`src/rtl/mem_bus_arbiter.sv`:
```
// Two-master round-robin arbiter for the PicoRV32 native memory bus; a grant is held for one whole transfer.
// Define ARB_TIMEOUT_EN to add the slave-response timeout with its sticky err flag.
module mem_bus_arbiter #(
  parameter int ADDR_W  = 32,
  parameter int DATA_W  = 32,
  parameter int TIMEOUT = 255
) (
  input  logic                clk,
  input  logic                resetn,
  input  logic                m0_valid,
  input  logic [ADDR_W-1:0]   m0_addr,
  input  logic [DATA_W-1:0]   m0_wdata,
  input  logic [DATA_W/8-1:0] m0_wstrb,
  output logic                m0_ready,
  output logic [DATA_W-1:0]   m0_rdata,
  input  logic                m1_valid,
  input  logic [ADDR_W-1:0]   m1_addr,
  input  logic [DATA_W-1:0]   m1_wdata,
  input  logic [DATA_W/8-1:0] m1_wstrb,
  output logic                m1_ready,
  output logic [DATA_W-1:0]   m1_rdata,
  output logic                s_valid,
  output logic [ADDR_W-1:0]   s_addr,
  output logic [DATA_W-1:0]   s_wdata,
  output logic [DATA_W/8-1:0] s_wstrb,
  input  logic                s_ready,
  input  logic [DATA_W-1:0]   s_rdata,
  output logic                grant,
  output logic                busy,
  output logic                err
);

  typedef enum logic {IDLE = 1'b0, BUSY = 1'b1} state_t;

  state_t state;
  logic   grant_q;
  logic   last_q;
  logic   gnt_valid;
  logic   sel_m1;
  logic   to_hit;
  logic   xfer_end;

  if (TIMEOUT < 1 || TIMEOUT > 255) begin : g_timeout_range
    $error("TIMEOUT must fit the 8-bit response counter");
  end

  assign busy      = (state == BUSY);
  assign grant     = grant_q;
  assign gnt_valid = grant_q ? m1_valid : m0_valid;
  assign s_valid   = busy & gnt_valid;

  // Idle parks the slave-side mux on m0; its contents are don't-care while s_valid is low.
  assign sel_m1  = busy & grant_q;
  assign s_addr  = sel_m1 ? m1_addr  : m0_addr;
  assign s_wdata = sel_m1 ? m1_wdata : m0_wdata;
  assign s_wstrb = sel_m1 ? m1_wstrb : m0_wstrb;

`ifdef ARB_TIMEOUT_EN
  localparam logic [7:0] TO_LAST = 8'(TIMEOUT - 1);

  logic [7:0] to_cnt;
  logic       err_q;

  // Fires on the TIMEOUT-th busy cycle; a coincident s_ready takes precedence.
  assign to_hit = s_valid & ~s_ready & (to_cnt == TO_LAST);
  assign err    = err_q;

  always_ff @(posedge clk or negedge resetn) begin
    if (!resetn) begin
      to_cnt <= '0;
      err_q  <= 1'b0;
    end else begin
      if (!busy)
        to_cnt <= '0;
      else if (!s_ready)
        to_cnt <= to_cnt + 8'd1;
      if (to_hit)
        err_q <= 1'b1;
    end
  end

  assign m0_rdata = to_hit ? DATA_W'(32'hDEAD_BEEF) : s_rdata;
  assign m1_rdata = to_hit ? DATA_W'(32'hDEAD_BEEF) : s_rdata;
`else
  assign to_hit   = 1'b0;
  assign err      = 1'b0;
  assign m0_rdata = s_rdata;
  assign m1_rdata = s_rdata;
`endif

  // Gating with s_valid keeps an aborted transfer from ever pulsing ready.
  assign xfer_end = (s_valid & s_ready) | to_hit;
  assign m0_ready = xfer_end & ~grant_q;
  assign m1_ready = xfer_end &  grant_q;

  always_ff @(posedge clk or negedge resetn) begin
    if (!resetn) begin
      state   <= IDLE;
      grant_q <= 1'b0;
      last_q  <= 1'b1;
    end else if (state == IDLE) begin
      if (m0_valid && m1_valid) begin
        grant_q <= ~last_q;
        state   <= BUSY;
      end else if (m0_valid) begin
        grant_q <= 1'b0;
        state   <= BUSY;
      end else if (m1_valid) begin
        grant_q <= 1'b1;
        state   <= BUSY;
      end
    end else begin
      // A dropped request abandons the transfer without touching round-robin history.
      if (!gnt_valid) begin
        state <= IDLE;
      end else if (xfer_end) begin
        last_q <= grant_q;
        state  <= IDLE;
      end
    end
  end

endmodule
```
`config.mk`:
```
export PLATFORM = sky130hd
export DESIGN_NAME = mem_bus_arbiter
export DESIGN_NICKNAME = d
export VERILOG_FILES = /design/src/rtl/mem_bus_arbiter.sv
export SDC_FILE = /design/constraint.sdc
export NUM_CORES = 1
export LEC_CHECK = 0
export BUFFER_PORTS_ARGS = -buffer_cell sky130_fd_sc_hd__clkbuf_2
export CORE_AREA = 2 2 120 122
export DETAILED_ROUTE_END_ITERATION = 16
export DIE_AREA = 0 0 122 124
export GPL_ROUTABILITY_DRIVEN = 0
export GPL_TIMING_DRIVEN = 0
export PLACE_DENSITY = 0.54
export SETUP_SLACK_MARGIN = 0.4
export SYNTH_ARGS = -nofsm -noshare
export SYNTH_HDL_FRONTEND = slang
export SYNTH_SLANG_ARGS = --single-unit
```
`constraint.sdc`:
```
create_clock -name clk -period 2.6 [get_ports clk]
set_input_delay 0.26 -clock clk [delete_from_list [all_inputs] [get_ports clk]]
set_output_delay 0.26 -clock clk [all_outputs]
set_load 0.01 [all_outputs]
```
==> flow_summary.json, run 1 <==
{
  "rows": 43,
  "reg2reg_to": "busy",
  "dieArea_sq_mm": 0.01513,
  "r2r-start": "grant",
  "drive_gt1_frac": 0.9548,
  "final_hold_viol_count": 0,
  "die_h_um": 124,
  "insertion_delay_ns": 0.22,
  "yosys.area_share.simple": 0.02979,
  "synth_top_family_by_area": "multiplexers",
  "reg2reg_depth": 2,
  "finClkSkew_ns": 0.001900,
  "final_max_slew_viol_count": 0,
  "nNetsFinal": 616,
  "top_usage_layer": "met2",
  "grt_overflow": 0,
  "dp.final_hpwl_um": 5781,
  "vias_per_cell": 3.375,
  "ys_seq_area_frac": 0.04911,
  "worstHoldPathType": "input pin to flop",
  "firstDrtPassIters": 5,
  "p_leak_nw": 2.011,
  "syn2layout_area_growth_pct": 109.4,
  "max_freq_mhz": 509.1,
  "cts_tree": "yes",
  "avgSynthCellArea_sq_um": 9.712,
  "pwr-share-clk": 0.144,
  "syn-cell-area_sq_mm": 0.001554,
  "wl_per_cell_um": 9.810,
  "drtIter0Drc": 11,
  "grt_pass1_wl_um": 8038,
  "start_util": 0.1133,
  "core_area_sq_mm": 0.01372,
  "ys_top_cells_by_area": "mux2_2 (35%), buf_4 (31%), mux2_4 (19%)",
  "drt_wl_total_um": 6102,
  "post-route-drc-count": 0,
  "cp-start-kind": "flop",
  "ios": 311,
  "cts-root-buf": "clkbuf_16",
  "nFillCells": 1536,
  "seqPwrFrac": 0.061,
  "netlist-cell-type-count": 20,
  "cp.arrival_ns": 1.70,
  "power_w": 0.001709,
  "ys_seq_elements": 3,
  "ys_warn_count": 0,
  "crit_required_ns": 2.34,
  "muxShareOfSynthArea": 0.5475,
  "status": "completed",
  "holdWs_ns": 0.2692,
  "rsz0062_at_grt": "no",
  "worstHoldEndpoint": "busy",
  "combinationalPowerShare": 0.795,
  "cts.sinks": 3,
  "peakVddDrop_uv": 331.6,
  "synth_compound_area_frac": 0.01530,
  "synthFlopType": "dfrtp_1",
  "internal-power_w": 0.001037,
  "cts_resized": 0,
  "critPathMaxFanout": 10,
  "globalRouteMet3Util": 0.01694,
  "p_per_area_mw_per_mm2": 525.0,
  "grt_max_degree": 11,
  "synth_top_area_cell": "mux2_2",
  "grt_use_met2": 0.1369,
  "yosys.area_share.adder": 0,
  "grt.total_usage": 0.06452,
  "syn_nets": 333,
  "min_from": "s_ready",
  "io_buffer_count": 277,
  "num_vias": 2099,
  "fin_crit_sh": 0.7554,
  "cp-end-kind": "output pin",
  "p_sw_frac": 0.3930,
  "async_flop_share": 1.000,
  "synth-xor-area-share": 0,
  "synth_common_cells": "buf_4 (65), mux2_2 (48), mux2_4 (20)",
  "setup_tns_ns": 0,
  "grt_pass1_vias": 1846,
  "cts.clk_slew.worst_paths_ns": 0.03,
  "numCtsBuffers": 3,
  "r2r_slack_ns": 1.63,
  "gr-usage-met1": 0.06317,
  "synth_edf_count": 0,
  "setup-violations-final": 0,
  "timing.final.ws_setup_ns": 0.6358,
  "synthCells": 160,
  "synth_top_area_share": 0.3478,
  "die_x_um": 122,
  "synth.most_common_cell": "buf_4",
  "htree_levels": 1,
  "antenna_found_initial": 0,
  "place_ws_ns": 0.8281,
  "critPathKind": "flop to output pin",
  "min_path_cells": 2,
  "final_antenna_net_count": 0,
  "antenna_cells": 0,
  "switching_power_w": 0.0006715,
  "cap_viol_max_count": 0,
  "min_period_ns": 1.964,
  "cts_buffer_depth": 2
}
[critical path, cell delays in order (launching register included)]
cell	delay [ns]
dfrtp_1	0.46
nand2_2	0.20
buf_6	0.18
buf_6	0.19
mux2_4	0.31
clkbuf_2	0.13
[power by group through the flow]
| stage | logic, W | registers, W | clock network (W) |
|---|---|---|---|
| 3_5_place_dp | 0.00138 | 0.000106 | 0 |
| 5_1_grt | 0.00147 | 0.000109 | 0.000251 |
| 6_report | 0.00136 | 0.000105 | 0.000245 |
| 2_1_floorplan | 0.000877 | 0.000103 | 0 |
| 3_3_place_gp | 0.00138 | 0.000105 | 0 |
| 4_1_cts | 0.00138 | 0.000105 | 0.000247 |
[cell usage in the layout (no fill, tap or decap)]
master	instances
mux2_2	48
nor2b_1	1
nand2b_1	1
mux2_4	20
dfstp_2	1
buf_2	4
clkbuf_2	277
buf_6	3
conb_1	1
clkbuf_1	1
a32o_1	1
and3_1	1
clkbuf_16	3
o211ai_1	1
o22ai_1	1
nand4_1	1
nand2_1	2
inv_1	3
buf_4	65
nand2_2	1
nor2_1	2
mux2i_1	1
dlygate4sd3_1	1
dfrtp_1	2
[per-stage QoR]
stage / instances / utilization / cell area, sq um
2_1_floorplan: 160 / - / 1554
3_3_place_gp: 617 / 0.2307 / 3166
3_5_place_dp: 617 / 0.2307 / 3166
4_1_cts: 622 / 0.2372 / 3254
5_1_grt: 622 / 0.2372 / 3254
6_report: 622 / 0.2372 / 3254
[layer usage]
layer / share of wire / routed length (um)
met1: 0.32 / 1947
met2: 0.55 / 3363
met3: 0.13 / 791
met4: 0 / 0
met5: 0 / 0
[sequential cells by signal, indices dropped and copies added (netlist names)]
name and cells:
last_q 1, busy 1, grant 1
[repair_timing]
action | 4_1_cts | 5_1_grt
setup buffers | 0 | 0
setup endpoints to repair | 0 | 0
hold endpoints to repair | 2 | 0
hold buffers | 1 | 0
[worst max-delay path by stage]
| stage | from | endpoint | slack [ns] | cells after the start |
|---|---|---|---|---|
| after floorplan | grant | s_wdata[10] | 1.14 | 4 |
| after global placement | grant | s_wdata[24] | 0.83 | 5 |
| after detailed placement | grant | s_wdata[25] | 0.83 | 5 |
| after CTS | grant | s_wdata[25] | 0.59 | 5 |
| after global routing | grant | s_addr[12] | 0.53 | 4 |
| final | grant | s_wdata[25] | 0.64 | 5 |
[area by class of cell]
type / count / area, sq um / area share
clock buffer: 4 / 78.83 / 0.02422
tap: 180 / 225.2 / 0.06920
timing repair buffer: 278 / 1396 / 0.4291
multi-input combinational: 82 / 924.6 / 0.2841
inverter: 3 / 11.26 / 0.003460
buffer: 72 / 541.8 / 0.1665
sequential: 3 / 76.32 / 0.02345
[kinds of logic (layout without fill, tap and decap cells)]
logic type / count (synthesis) / after routing
other: 1 / 1
buffers and inverters: 75 / 357
flip-flops: 3 / 3
multiplexers: 69 / 69
AO/OA/AOI/OAI: 3 / 3
AND/OR/NAND/NOR: 9 / 9
No activity file was read; power rests on OpenSTA's default activity.
==> run 2, diff against run 1 <==
==> constraint.sdc (replaced) <==
create_clock -name clk -period 2 [get_ports clk]
set_input_delay 0.2 -clock clk [delete_from_list [all_inputs] [get_ports clk]]
set_output_delay 0.2 -clock clk [all_outputs]
set_load 0.01 [all_outputs]
==> run 2 against run 1 <==
Effect of this change: core utilization grew 3.8 points; count of clock-buffer cells in the layout is the same; total power grew 73%; first-iteration DRC count grew 18%; final area grew 16%; sequential cell count is the same; via count grew 4.6%; sequential share of layout area shrank 0.26 points; sequential power grew 19%; global-route usage grew 0.46 points; worst setup slack lost 0.34 ns; largest cell class unchanged.
==> flow_summary.json, run 2 (synthesized netlist as in run 1, its figures left out) <==
{
  "fin_crit_sh": 0.8504,
  "grt_overflow": 0,
  "post-route-drc-count": 0,
  "reg2reg_depth": 3,
  "final_antenna_net_count": 0,
  "final_cell_area_sq_mm": 0.003774,
  "place_area_sq_mm": 0.003166,
  "worstHoldPathType": "input pin to flop",
  "nFillCells": 1481,
  "nNetsFinal": 625,
  "htree_levels": 1,
  "grt_pass1_vias": 1921,
  "cts.sinks": 3,
  "numCtsBuffers": 3,
  "insertion_delay_ns": 0.23,
  "p_per_area_mw_per_mm2": 781.5,
  "reg2reg_to": "grant",
  "cp_top_family": "buffers and inverters",
  "final_cell_mix": "clkbuf_2 (243), buf_4 (68), mux2_4 (38), buf_6 (34), mux2_2 (30)",
  "layout_commonest_cell": "clkbuf_2",
  "cp-end-kind": "output pin",
  "num_vias": 2196,
  "antenna_found_initial": 0,
  "cp.arrival_ns": 1.50,
  "grt_max_degree": 11,
  "cts_buffer_depth": 2,
  "vias_per_cell": 3.480,
  "drtIter0Drc": 13,
  "ios": 311,
  "dp.final_hpwl_um": 5781,
  "dp_cells": 617,
  "core_area_sq_mm": 0.01372,
  "cts-root-buf": "clkbuf_16",
  "critPathKind": "flop to output pin",
  "syn2layout_area_growth_pct": 142.8,
  "setup-violations-final": 0,
  "firstDrtPassIters": 4,
  "die_h_um": 124,
  "peakVddDrop_uv": 482.1,
  "cp_cell_sequence": "nand2_4 > buf_12 > clkbuf_16 > mux2_4 > buf_6",
  "die_x_um": 122,
  "drt_wl_total_um": 6821,
  "setup_tns_ns": 0,
  "min_from": "s_ready",
  "cap_viol_max_count": 0,
  "r2r-start": "busy",
  "grt.total_usage": 0.06914,
  "grt_pass1_wl_um": 8562,
  "min_path_cells": 2,
  "power_w": 0.002949,
  "io_buffer_count": 277,
  "critPathBufInv": 3,
  "critPathMaxStageDelay_ns": 0.42,
  "cp-start-kind": "flop",
  "final_max_slew_viol_count": 0,
  "wl_per_cell_um": 10.81,
  "cpMaxStageDelayCell": "dfrtp_2",
  "p_leak_nw": 2.284,
  "start_util": 0.1133,
  "finClkSkew_ns": 0.002390,
  "rows": 43,
  "critPathMaxFanout": 8,
  "antenna_cells": 0,
  "cts_tree": "yes",
  "rsz0062_at_grt": "yes",
  "r2r_slack_ns": 0.96,
  "status": "completed",
  "dieArea_sq_mm": 0.01513,
  "max_freq_mhz": 588.0,
  "final_hold_viol_count": 0,
  "drive_gt1_frac": 0.9601,
  "final_cell_count_no_fill": 631,
  "min_period_ns": 1.701,
  "crit_required_ns": 1.80,
  "cts.clk_slew.worst_paths_ns": 0.03,
  "worstHoldEndpoint": "busy",
  "holdWs_ns": 0.2128
}
[run 2: cell types whose count changed in the layout (fill, tap and decap cells not counted), sizes merged]
cell / previous run / this run
buf: 72 / 113
clkbuf: 281 / 249
[run 2: power by group]
part | total, W | switching [W] | internal (W)
Sequential | 0.000125 | 0.0000267 | 0.0000978
Combinational | 0.00250 | 0.000945 | 0.00156
Clock | 0.000322 | 0.0000582 | 0.000263
Total | 0.00295 | 0.00103 | 0.00192
[run 2: worst max-delay path by stage]
stage / slack (ns) / cells past startpoint / endpoint / start
2_1_floorplan: 0.60 / 4 / s_wdata[10] / grant
3_3_place_gp: 0.29 / 5 / s_wdata[24] / grant
3_5_place_dp: 0.29 / 5 / s_wdata[25] / grant
4_1_cts: 0.30 / 5 / s_wdata[8] / grant
5_1_grt: 0.26 / 5 / s_addr[30] / busy
6_report: 0.30 / 5 / s_wdata[14] / busy
[run 2: timing repair]
item / 4_1_cts / 5_1_grt
setup buffers: 6 / 0
pin swaps: 1 / 1
gates resized for setup: 29 / 83
hold buffers: 1 / 0
setup endpoints to repair: 68 / 68
endpoints found under the hold margin: 3 / 0
cloned: 1 / 2
[run 2: routing by layer]
metal	GRT usage	wire length, um	vias up
li1	-	-	1067
met1	0.06700	2158	964
met2	0.1498	3793	159
met3	0.01603	818	6
met4	0.006466	51	0
met5	0	0	-
[run 2: worst reg2reg max path, cell delays in order, from the launching register on]
cell      delay (ns)
dfrtp_2         0.42
buf_4           0.16
nand2b_1        0.14
a32o_1          0.20
[run 2: metrics by stage]
stage                     utilization  worst slack (ns)
after floorplan                     -            0.5965
after global placement         0.2307            0.2891
after detailed placement       0.2307            0.2881
after CTS                      0.2523            0.2963
after global routing           0.2751            0.2553
final                          0.2751            0.2992
[run 2: layout make-up]
cell class,instances,area (sq um),area share
inverters,3,11.26,0.002984
repair buffers,287,1772,0.4695
flip-flops and latches,3,78.83,0.02089
clock buffers,4,78.83,0.02089
multi-input cells,82,997.2,0.2643
well taps,180,225.2,0.05968
plain buffers,72,610.6,0.1618
